<file path="src/rtl/spi_pkg.sv">
// Shared types for the configurable SPI master: FSM state encoding and
// the per-transfer clock mode.
package spi_pkg;

   typedef enum logic [2:0] {
      IDLE,
      PORCH_F,
      SHIFT,
      PORCH_B,
      DONE
   } state_t;

   typedef struct packed {
      logic cpol;
      logic cpha;
   } spi_mode_t;

   // Slave-select index width; a single slave still needs a one-bit index.
   function automatic int ss_width(input int num_ss);
      return (num_ss > 1) ? $clog2(num_ss) : 1;
   endfunction

endpackage

</file>
<file path="src/rtl/spi_mstr_cfg_if.sv">
// Host command / SPI pin bundle for spi_mstr_cfg. The master modport is the
// SPI master itself; the slave modport is whatever drives and observes it.
interface spi_mstr_cfg_if import spi_pkg::*; #(
   parameter int WIDTH  = 16,
   parameter int NUM_SS = 1
) ();

   localparam int SSW = ss_width(NUM_SS);

   logic              wrt;
   logic [WIDTH-1:0]  cmd;
   logic [SSW-1:0]    ss_sel;
   logic              cpol;
   logic              cpha;
   logic              MISO;
   logic              SCLK;
   logic              MOSI;
   logic [NUM_SS-1:0] SS_n;
   logic              busy;
   logic              done;
   logic [WIDTH-1:0]  data;

   modport master (
      input  wrt, cmd, ss_sel, cpol, cpha, MISO,
      output SCLK, MOSI, SS_n, busy, done, data
   );

   modport slave (
      output wrt, cmd, ss_sel, cpol, cpha, MISO,
      input  SCLK, MOSI, SS_n, busy, done, data
   );

endinterface

</file>
<file path="src/rtl/spi_clk_gen.sv">
// SCLK divider: a down-counter over one SCLK period that issues leading and
// trailing edge strobes and keeps the registered SCLK level in step with them.
module spi_clk_gen #(
   parameter int CLK_DIV = 32
) (
   input  logic clk,
   input  logic rst_n,
   input  logic start,
   input  logic start_cpol,
   input  logic en,
   input  logic cpol,
   output logic sclk,
   output logic lead_stb,
   output logic trail_stb
);

   localparam int CW = $clog2(CLK_DIV);
   localparam int H  = CLK_DIV / 2;

   logic [CW-1:0] cnt;

   // cnt runs D-1 .. 0 within a period; the first half keeps SCLK at idle.
   assign lead_stb  = en && (cnt == CW'(H));
   assign trail_stb = en && (cnt == '0);

   always_ff @(posedge clk or negedge rst_n) begin
      if (!rst_n) begin
         cnt  <= '0;
         sclk <= 1'b0;
      end else begin
         if (start)
            cnt <= CW'(CLK_DIV - 1);
         else if (en)
            cnt <= trail_stb ? CW'(CLK_DIV - 1) : cnt - 1'b1;

         if (start)
            sclk <= start_cpol;
         else if (lead_stb)
            sclk <= ~cpol;
         else if (trail_stb)
            sclk <= cpol;
      end
   end

endmodule

</file>
<file path="src/rtl/spi_mstr_cfg.sv">
// Configurable-mode SPI master: one WIDTH-bit full-duplex transfer per
// accepted wrt, framed by half-period porches on either side of the shift.
//
//   state   | meaning
//   --------+-----------------------------------------------------------
//   IDLE    | waiting for wrt; MOSI low, selects high, SCLK at last cpol
//   PORCH_F | select asserted, first bit on MOSI, H cycles before SCLK
//   SHIFT   | WIDTH SCLK periods, sample/advance per cpha
//   PORCH_B | H cycles after the last edge, select still asserted
//   DONE    | single cycle: done pulse, data updated, selects released
module spi_mstr_cfg import spi_pkg::*; #(
   parameter int WIDTH   = 16,
   parameter int CLK_DIV = 32,
   parameter int NUM_SS  = 1
) (
   input logic            clk,
   input logic            rst_n,
   spi_mstr_cfg_if.master bus
);

   localparam int H   = CLK_DIV / 2;
   localparam int TW  = $clog2(CLK_DIV);
   localparam int BW  = $clog2(WIDTH + 1);
   localparam int SSW = ss_width(NUM_SS);

   state_t            state, nxt;
   spi_mode_t         mode;
   logic [WIDTH-1:0]  tx_sr, rx_sr, data_r;
   logic [BW-1:0]     bit_cnt;
   logic [TW-1:0]     tmr;
   logic              mosi_r;
   logic [NUM_SS-1:0] ss_n_r, ss_dec;
   logic              start, en, busy_c, done_c;
   logic              sclk, lead, trail;
   logic              tmr_zero, first_bit, last_bit, shift_stb, samp_stb;

   assign tmr_zero  = (tmr == '0);
   assign first_bit = (bit_cnt == BW'(WIDTH));
   assign last_bit  = (bit_cnt == BW'(1));

   spi_clk_gen #(.CLK_DIV(CLK_DIV)) u_clk_gen (
      .clk        (clk),
      .rst_n      (rst_n),
      .start      (start),
      .start_cpol (bus.cpol),
      .en         (en),
      .cpol       (mode.cpol),
      .sclk       (sclk),
      .lead_stb   (lead),
      .trail_stb  (trail)
   );

   always_ff @(posedge clk or negedge rst_n) begin
      if (!rst_n) state <= IDLE;
      else        state <= nxt;
   end

   always_comb begin
      nxt = state;
      case (state)
         IDLE:    if (bus.wrt)          nxt = PORCH_F;
         PORCH_F: if (tmr_zero)         nxt = SHIFT;
         SHIFT:   if (trail && last_bit) nxt = PORCH_B;
         PORCH_B: if (tmr_zero)         nxt = DONE;
         DONE:                          nxt = IDLE;
         default:                       nxt = IDLE;
      endcase
   end

   always_comb begin
      start     = (state == IDLE) && bus.wrt;
      en        = (state == SHIFT);
      busy_c    = (state != IDLE);
      done_c    = (state == DONE);
      // cpha=1 already has bit 0 on MOSI, so its first leading edge is idle.
      shift_stb = mode.cpha ? (lead && !first_bit) : (trail && !last_bit);
      samp_stb  = mode.cpha ? trail : lead;
   end

   // Out-of-range indices match no line, leaving every select high.
   always_comb begin
      ss_dec = '1;
      for (int i = 0; i < NUM_SS; i++)
         if (bus.ss_sel == SSW'(i)) ss_dec[i] = 1'b0;
   end

   always_ff @(posedge clk or negedge rst_n) begin
      if (!rst_n) begin
         mode    <= '0;
         tx_sr   <= '0;
         rx_sr   <= '0;
         data_r  <= '0;
         bit_cnt <= '0;
         tmr     <= '0;
         mosi_r  <= 1'b0;
         ss_n_r  <= '1;
      end else if (start) begin
         mode    <= '{cpol: bus.cpol, cpha: bus.cpha};
         tx_sr   <= {bus.cmd[WIDTH-2:0], 1'b0};
         mosi_r  <= bus.cmd[WIDTH-1];
         rx_sr   <= '0;
         bit_cnt <= BW'(WIDTH);
         tmr     <= TW'(H - 1);
         ss_n_r  <= ss_dec;
      end else begin
         if ((state == PORCH_F || state == PORCH_B) && !tmr_zero)
            tmr <= tmr - 1'b1;
         if (state == SHIFT && trail && last_bit)
            tmr <= TW'(H - 1);
         if (trail)
            bit_cnt <= bit_cnt - 1'b1;
         if (shift_stb) begin
            mosi_r <= tx_sr[WIDTH-1];
            tx_sr  <= {tx_sr[WIDTH-2:0], 1'b0};
         end
         if (samp_stb)
            rx_sr <= {rx_sr[WIDTH-2:0], bus.MISO};
         if (nxt == DONE) begin
            data_r <= rx_sr;
            ss_n_r <= '1;
            mosi_r <= 1'b0;
         end
      end
   end

   assign bus.SCLK = sclk;
   assign bus.MOSI = mosi_r;
   assign bus.SS_n = ss_n_r;
   assign bus.busy = busy_c;
   assign bus.done = done_c;
   assign bus.data = data_r;

endmodule

</file>
<file path="src/flat_wrapper.sv">
// flat-port wrapper written by rule: the top's interface ports become plain ports
module spi_mstr_cfg_flat import spi_pkg::*;
#(
   parameter int WIDTH   = 16,
   parameter int CLK_DIV = 32,
   parameter int NUM_SS  = 1
)
  (clk, rst_n, bus_wrt, bus_cmd, bus_ss_sel, bus_cpol, bus_cpha, bus_MISO, bus_SCLK, bus_MOSI, bus_SS_n, bus_busy, bus_done, bus_data);
  spi_mstr_cfg_if #(.WIDTH(WIDTH), .NUM_SS(NUM_SS)) bus_i ();
  input logic clk;
  input logic rst_n;
  input wire logic [$bits(bus_i.wrt)-1:0] bus_wrt;
  input wire logic [$bits(bus_i.cmd)-1:0] bus_cmd;
  input wire logic [$bits(bus_i.ss_sel)-1:0] bus_ss_sel;
  input wire logic [$bits(bus_i.cpol)-1:0] bus_cpol;
  input wire logic [$bits(bus_i.cpha)-1:0] bus_cpha;
  input wire logic [$bits(bus_i.MISO)-1:0] bus_MISO;
  output wire logic [$bits(bus_i.SCLK)-1:0] bus_SCLK;
  output wire logic [$bits(bus_i.MOSI)-1:0] bus_MOSI;
  output wire logic [$bits(bus_i.SS_n)-1:0] bus_SS_n;
  output wire logic [$bits(bus_i.busy)-1:0] bus_busy;
  output wire logic [$bits(bus_i.done)-1:0] bus_done;
  output wire logic [$bits(bus_i.data)-1:0] bus_data;
  assign bus_i.wrt = bus_wrt;
  assign bus_i.cmd = bus_cmd;
  assign bus_i.ss_sel = bus_ss_sel;
  assign bus_i.cpol = bus_cpol;
  assign bus_i.cpha = bus_cpha;
  assign bus_i.MISO = bus_MISO;
  assign bus_SCLK = bus_i.SCLK;
  assign bus_MOSI = bus_i.MOSI;
  assign bus_SS_n = bus_i.SS_n;
  assign bus_busy = bus_i.busy;
  assign bus_done = bus_i.done;
  assign bus_data = bus_i.data;
  spi_mstr_cfg #(.WIDTH(WIDTH), .CLK_DIV(CLK_DIV), .NUM_SS(NUM_SS)) u_core (.clk(clk), .rst_n(rst_n), .bus(bus_i));
endmodule
</file>
<file path="config.mk">
export PLATFORM = sky130hd
export DESIGN_NAME = spi_mstr_cfg_flat
export DESIGN_NICKNAME = d
export VERILOG_FILES = /design/src/rtl/spi_pkg.sv /design/src/rtl/spi_mstr_cfg_if.sv /design/src/rtl/spi_clk_gen.sv /design/src/rtl/spi_mstr_cfg.sv /design/src/flat_wrapper.sv
export SDC_FILE = /design/constraint.sdc
export NUM_CORES = 1
export LEC_CHECK = 0
export ABC_AREA = 1
export CAP_MARGIN = 10
export CORE_ASPECT_RATIO = 1.75
export CORE_MARGIN = 1
export CORE_UTILIZATION = 50
export CTS_BUF_LIST = sky130_fd_sc_hd__clkbuf_4 sky130_fd_sc_hd__clkbuf_8
export CTS_CLUSTER_SIZE = 30
export DETAILED_ROUTE_END_ITERATION = 6
export HOLD_SLACK_MARGIN = 0.08
export MAX_ROUTING_LAYER = met4
export PLACE_DENSITY = 0.79
export SYNTH_ARGS = -nofsm -noshare
export SYNTH_HDL_FRONTEND = slang
export SYNTH_HIERARCHICAL = 1
export SYNTH_SLANG_ARGS = --single-unit
export TNS_END_PERCENT = 5
</file>
<file path="constraint.sdc">
create_clock -name clk -period 2 [get_ports clk]
set_input_delay 0.4 -clock clk [delete_from_list [all_inputs] [get_ports clk]]
set_output_delay 0.4 -clock clk [all_outputs]
set_load 0.05 [all_outputs]
</file>
# After elaboration in Yosys (flattened, before gate mapping)
# Index checks and enable logic that the tools add are counted.
dict set report classes {
  n_addsub 3
  n_eq_ne 8
  n_mux 28
  n_bitwise 2
  reduce_logical 26
}
# op count
set ops {}
lappend ops {{$mux W16} 4}
lappend ops {{$mux W5} 8}
lappend ops {{$sub A5 B1 Y5 const B} 3}
lappend ops {{$mux W3} 4}
lappend ops {{$pmux W3 S4} 1}
lappend ops {{$reduce_bool A3 Y1} 4}
lappend ops {{$mux W1} 11}
lappend ops {{$eq A5 B5 Y1 const B} 2}
lappend ops {{$logic_not A5 Y1} 2}
lappend ops {{$reduce_bool A2 Y1} 5}
lappend ops {{$logic_and A1 B1 Y1} 9}
lappend ops {{$eq A3 B2 Y1 const B} 2}
lappend ops {{$eq A3 B3 Y1 const B} 2}
lappend ops {{$eq A5 B1 Y1 const B} 1}
lappend ops {{$eq A3 B1 Y1 const B} 1}
lappend ops {{$logic_not A1 Y1} 3}
lappend ops {{$logic_not A3 Y1} 1}
lappend ops {{$not A1 Y1} 2}
lappend ops {{$reduce_and A2 Y1} 1}
lappend ops {{$logic_or A1 B1 Y1} 1}
dict set report word_totals {
  ff_bits 71
  in_bits 23
  output_inout_bits 21
  wordCells 79
}

# Longest topological paths before layout
dict set report depth {
  ltp_word 8
  mapped_depth 14
}

# By module
# Netlist, hierarchy kept.
# module instances cells_each area_each_um2
set by_module_without_submodules {}
lappend by_module_without_submodules {spi_mstr_cfg 1 361 3154.3}
lappend by_module_without_submodules {spi_clk_gen 1 54 366.6}

# Worst setup path after synthesis
# No wires, ideal clock.
dict set report synth_timing {
  path_kind {register -> output}
  startpoint {reg u_core.state[0]}
  endpoint {out bus_done}
  arrival_time_ns 1.532
  required_time_ns 1.600
  slack_ns 0.068
  path_stages_with_launch 2
  n_path_buf 0
  cell_sequence {dfrtp_1 nor3_1}
}
dict set report synth_via {
  elab_chain_len 1
}
# element line
set synth_rtl {}
lappend synth_rtl {{from (decl)} spi_mstr_cfg.sv:26} ;# state_t state, nxt;
lappend synth_rtl {{from (signal assigned)} spi_mstr_cfg.sv:55} ;# else state <= nxt;
lappend synth_rtl {{$eq A3 B3 Y1} spi_mstr_cfg.sv:74} ;# done_c = (state == DONE);
lappend synth_rtl {{to (decl)} flat_wrapper.sv:22} ;# output wire logic [$bits(bus_i.done)-1:0] bus_done;
# Every way passes these cells.

# Final worst setup path
dict set report layout_timing {
  startpoint {reg u_core.data_r[10] (netlist: u_core/bus.data[10])}
  endpoint {out bus_data[10]}
}
# element line
set layout_lines {}
lappend layout_lines {{from (decl)} spi_mstr_cfg.sv:28} ;# logic [WIDTH-1:0] tx_sr, rx_sr, data_r;
lappend layout_lines {{from (signal assigned)} spi_mstr_cfg.sv:119} ;# data_r <= rx_sr;
lappend layout_lines {{to (decl)} flat_wrapper.sv:23} ;# output wire logic [$bits(bus_i.data)-1:0] bus_data;
# No word-level cell between the ends.

==> metrics.md <==
| Metric | Value |
|---|---|
| Number of antenna violations at the first check in global routing | `0` |
| Wire length of the first global-routing pass | `12.6 mm` |
| Reg-to-Reg End | `u_core/bus.MOSI` |
| Count of buffers inserted at the top-level ports | `43` |
| Clock network latency to the later pin of the worst-skew pair | `~350 ps` |
| Pwr per Cell Area | `608 nW/um^2` |
| Pin count of the biggest net entering global routing | `36` |
| Layout filler cell count | `roughly 600` |
| Post-synth design cell area | `3520 um^2` |
| Synth-to-layout area growth | `21.4%` |
| Setup CP Type | `flip-flop to primary output` |
| Row count | `40` |
| Arrival time worst endpoint | `between 1500 and 2000 ps` |
| Maximum level of the CTS H-tree | `3` |
| Top Family by Delay on Critical Path | `buffers and inverters` |
| Worst-case clock skew | `6.92 ps` |
| Maximum capacitance violations | `0` |
| Post-layout nets | `497` |
| Time the worst path needs with I/O delays and setup | `1920 ps` |
| Summed negative setup slack over all endpoints | `0 ps` |
| Fraction of the yosys area taken by sequential cells | `0.498` |
| Transition time of the tightest slew-check pin | `507 ps` |
| Final Worst Setup Slack | `approximately 81 ps` |
| Sequence of cells on the critical path | `clkdlybuf4s50_1` |
| Layout cell share with drive strength beyond 1 | `0.201` |
| Critical path's largest stage delay | `810 ps` |
| Placeable Area | `6860 um^2` |
| TritonCTS buffer count | `9` |
| Ratio of final minimum period to clock period | `0.959` |
| Pre-CTS setup slack | `85.0 ps` |
| Final hold violations | `0` |
| Final GP Congestion | `approximately 0.84` |
| Diodes inserted | `0` |
| Max-slew headroom at the worst pin | `0.661` |
| FF-to-FF setup slack | `180 ps` |
| Final setup viols | `0` |
| Pwr Total | `2.60 mW` |
| Number of synthesized register bits | `70` |
| Root Buffer Master | `clkbuf_8` |
| Highest achievable clock rate | `521 MHz` |
| Final max-slew violation count | `0` |
| Violation count after the first detailed-routing iteration | `97` |
| Gate Count Post-Synth | `415` |
| Worst setup path startpoint | `u_core/bus.data[10]` |
| Via-to-Cell Ratio | `approximately 5.0` |
| Leakage power | `2.19 nW` |
| WP data required | `1600 ps` |
| Combined global-route utilization of all metal layers | `0.228` |
| Clock Tree Buf Depth | `2` |
| Critical-path cell with the highest stage delay | `clkdlybuf4s50_1` |
| Highest ir drop seen on vdd | `0.475 mV` |
| Timing endpoint of the critical path | `bus_data[10]` |
| Length in cells of the worst reg-to-reg path | `14` |
| Launching element type of the critical path | `flip-flop` |
| Commonest non-fill, non-tap cell in the layout | `nand2_1` |
| Clock tree from TritonCTS | `built` |
| Vias in the first global route | `2888` |
| Unrepaired setup endpoints after global routing | `no` |
| Hold path depth | `2` |
| Detailed Place HPWL | `4.95 mm` |
| Starting density of the core | `0.514` |
| Routed via count | `2803` |
| Antenna Violating Nets Remaining | `0` |
| Placement Cell Area | `around 4000 um^2` |
| Post-synthesis net count | `roughly 440` |
| Cell type with the largest total area after synthesis | `dfrtp_1` |
| Startpoint of the worst-slack reg-to-reg timing path | `u_core/u_clk_gen/cnt[1]` |
| Result of the run | `complete, no violations` |
| Die Span X | `between 60 and 70 um` |
| Crit-path max FO | `2` |
| Synth warnings | `6` |
| Critical path buffer and inverter count | `1` |
| Class of the worst hold path | `flip-flop to flip-flop` |
| Final WL | `7.12 mm` |
| Leading cell types in the layout, fill and taps excluded | `nand2_1, dfrtp_1, inv_1, clkdlybuf4s50_1, o21ai_2` |
| Cell variety after synth | `32` |
| Final Cell Area | `4280 um^2` |
| Clk sink count | `70` |
| Total congestion overflow | `0` |
| Leading post-synthesis cells by cell area | `dfrtp_1, nand2_1, o21ai_2, inv_1, a21oi_2` |
| Capturing element type of the critical path | `primary output` |
| Crit. path cell count | `1` |
| Die Outline Area | `7390 um^2` |
| Synth Area per Inst | `8.48 um^2` |
| Synth top area share | `0.490` |
| First-pass iteration count of the detailed router | `4` |
| Detail-routed net length per standard cell | `12.8 um` |
| DRC Markers | `0` |
| Height of the die | `113 um` |
| Number of ports placed on the die boundary | `44` |
| Worst-path clk slew | `70 ps` |
-- worst min-delay path, stage by stage (launching register included) --
cell     delay (ps)
dfrtp_1         340
nand2_1          50
nand2_1          50
-- per-layer routing --
metal  vias up  global-route usage  wire [um]
li1       1390                   -          -
met5         -                   -          0
met1      1353               0.249       2920
met3        16              0.0454        225
met4         0               0.112        150
met2        44               0.386       3820
-- logic make-up (layout without fill, tap and decap cells) --
| family | Yosys count | count (layout) | synth area share |
|---|---|---|---|
| simple gates | 218 | 218 | 0.265 |
| buf+inv | 65 | 123 | 0.0924 |
| fa+ha+maj | 6 | 6 | 0.0213 |
| flops | 70 | 70 | 0.498 |
| xor+xnor | 1 | 1 | 0.00249 |
| compound gates | 55 | 55 | 0.121 |
-- cell usage after synthesis --
| cell | instances |
|---|---|
| or2_1 | 1 |
| o21ai_0 | 7 |
| nor3_1 | 5 |
| nand2_2 | 4 |
| nand3_1 | 16 |
| nor2_4 | 2 |
| buf_6 | 9 |
| a21oi_1 | 3 |
| and3_1 | 1 |
| nand2_1 | 157 |
| inv_1 | 46 |
| nor2_2 | 5 |
| o31ai_1 | 1 |
| ha_1 | 6 |
| nand4_1 | 1 |
| o21ai_2 | 26 |
| nand3_2 | 3 |
| or2_2 | 1 |
| o21bai_1 | 1 |
| dfstp_2 | 1 |
| inv_2 | 4 |
| nor2_1 | 19 |
| buf_4 | 2 |
| inv_4 | 1 |
| dfrtp_1 | 69 |
| o21ai_1 | 4 |
| nand3b_1 | 1 |
| buf_2 | 3 |
| a21oi_2 | 13 |
| nor3b_1 | 1 |
| xnor2_1 | 1 |
| nand3_4 | 1 |
-- cell type report --
type / count / area (um^2) / area share
Clock buffer: 16 / 195 / 0.0457
Inverter: 51 / 194 / 0.0454
Multi-Input combinational cell: 280 / 1460 / 0.340
Sequential cell: 70 / 1750 / 0.410
Tap cell: 84 / 105 / 0.0246
Timing Repair Buffer: 56 / 573 / 0.134
-- what timing repair did --
action,4_1_cts,5_1_grt
setup endpoints to repair,0,32
setup buffers,0,1
hold buffers,1,0
hold endpoints to repair,17,0
gates resized for setup,0,2
-- registers in the layout, summed over array words and instances (netlist names) --
register	flops
u_core/bus.data	16
u_core/u_clk_gen/cnt	5
u_core/u_clk_gen/sclk	1
u_core/bit_cnt	5
u_core/rx_sr	16
u_core/bus.MOSI	1
u_core/tx_sr	15
u_core/state	3
u_core/mode	2
u_core/tmr	5
u_core/bus.SS_n	1
-- worst min-delay path by stage --
stage	startpoint	slack, ps	endpoint
finish	u_core/tx_sr[5]	480	u_core/tx_sr[5]
floorplan	rst_n	100	u_core/bit_cnt[0]
CTS	u_core/tx_sr[4]	480	u_core/tx_sr[4]
detailed placement	rst_n	390	u_core/bus.data[7]
global route	u_core/tx_sr[2]	500	u_core/tx_sr[2]
global placement	rst_n	380	u_core/bus.data[7]
-- power by group --
group,leakage [nW],switching (mW),internal (mW)
logic,1.15,0.0355,0.0427
clock network,0.105,0.495,0.609
registers,0.928,0,1.42
total,2.19,0.530,2.07
-- per-stage QoR --
stage	cells	utilization	hold slack (ps)
finish	557	0.624	477
detailed placement	538	0.586	391
global placement	538	0.586	383
floorplan	415	-	104
CTS	555	0.616	476
global route	557	0.624	499
(Power assumes the default switching activity.)
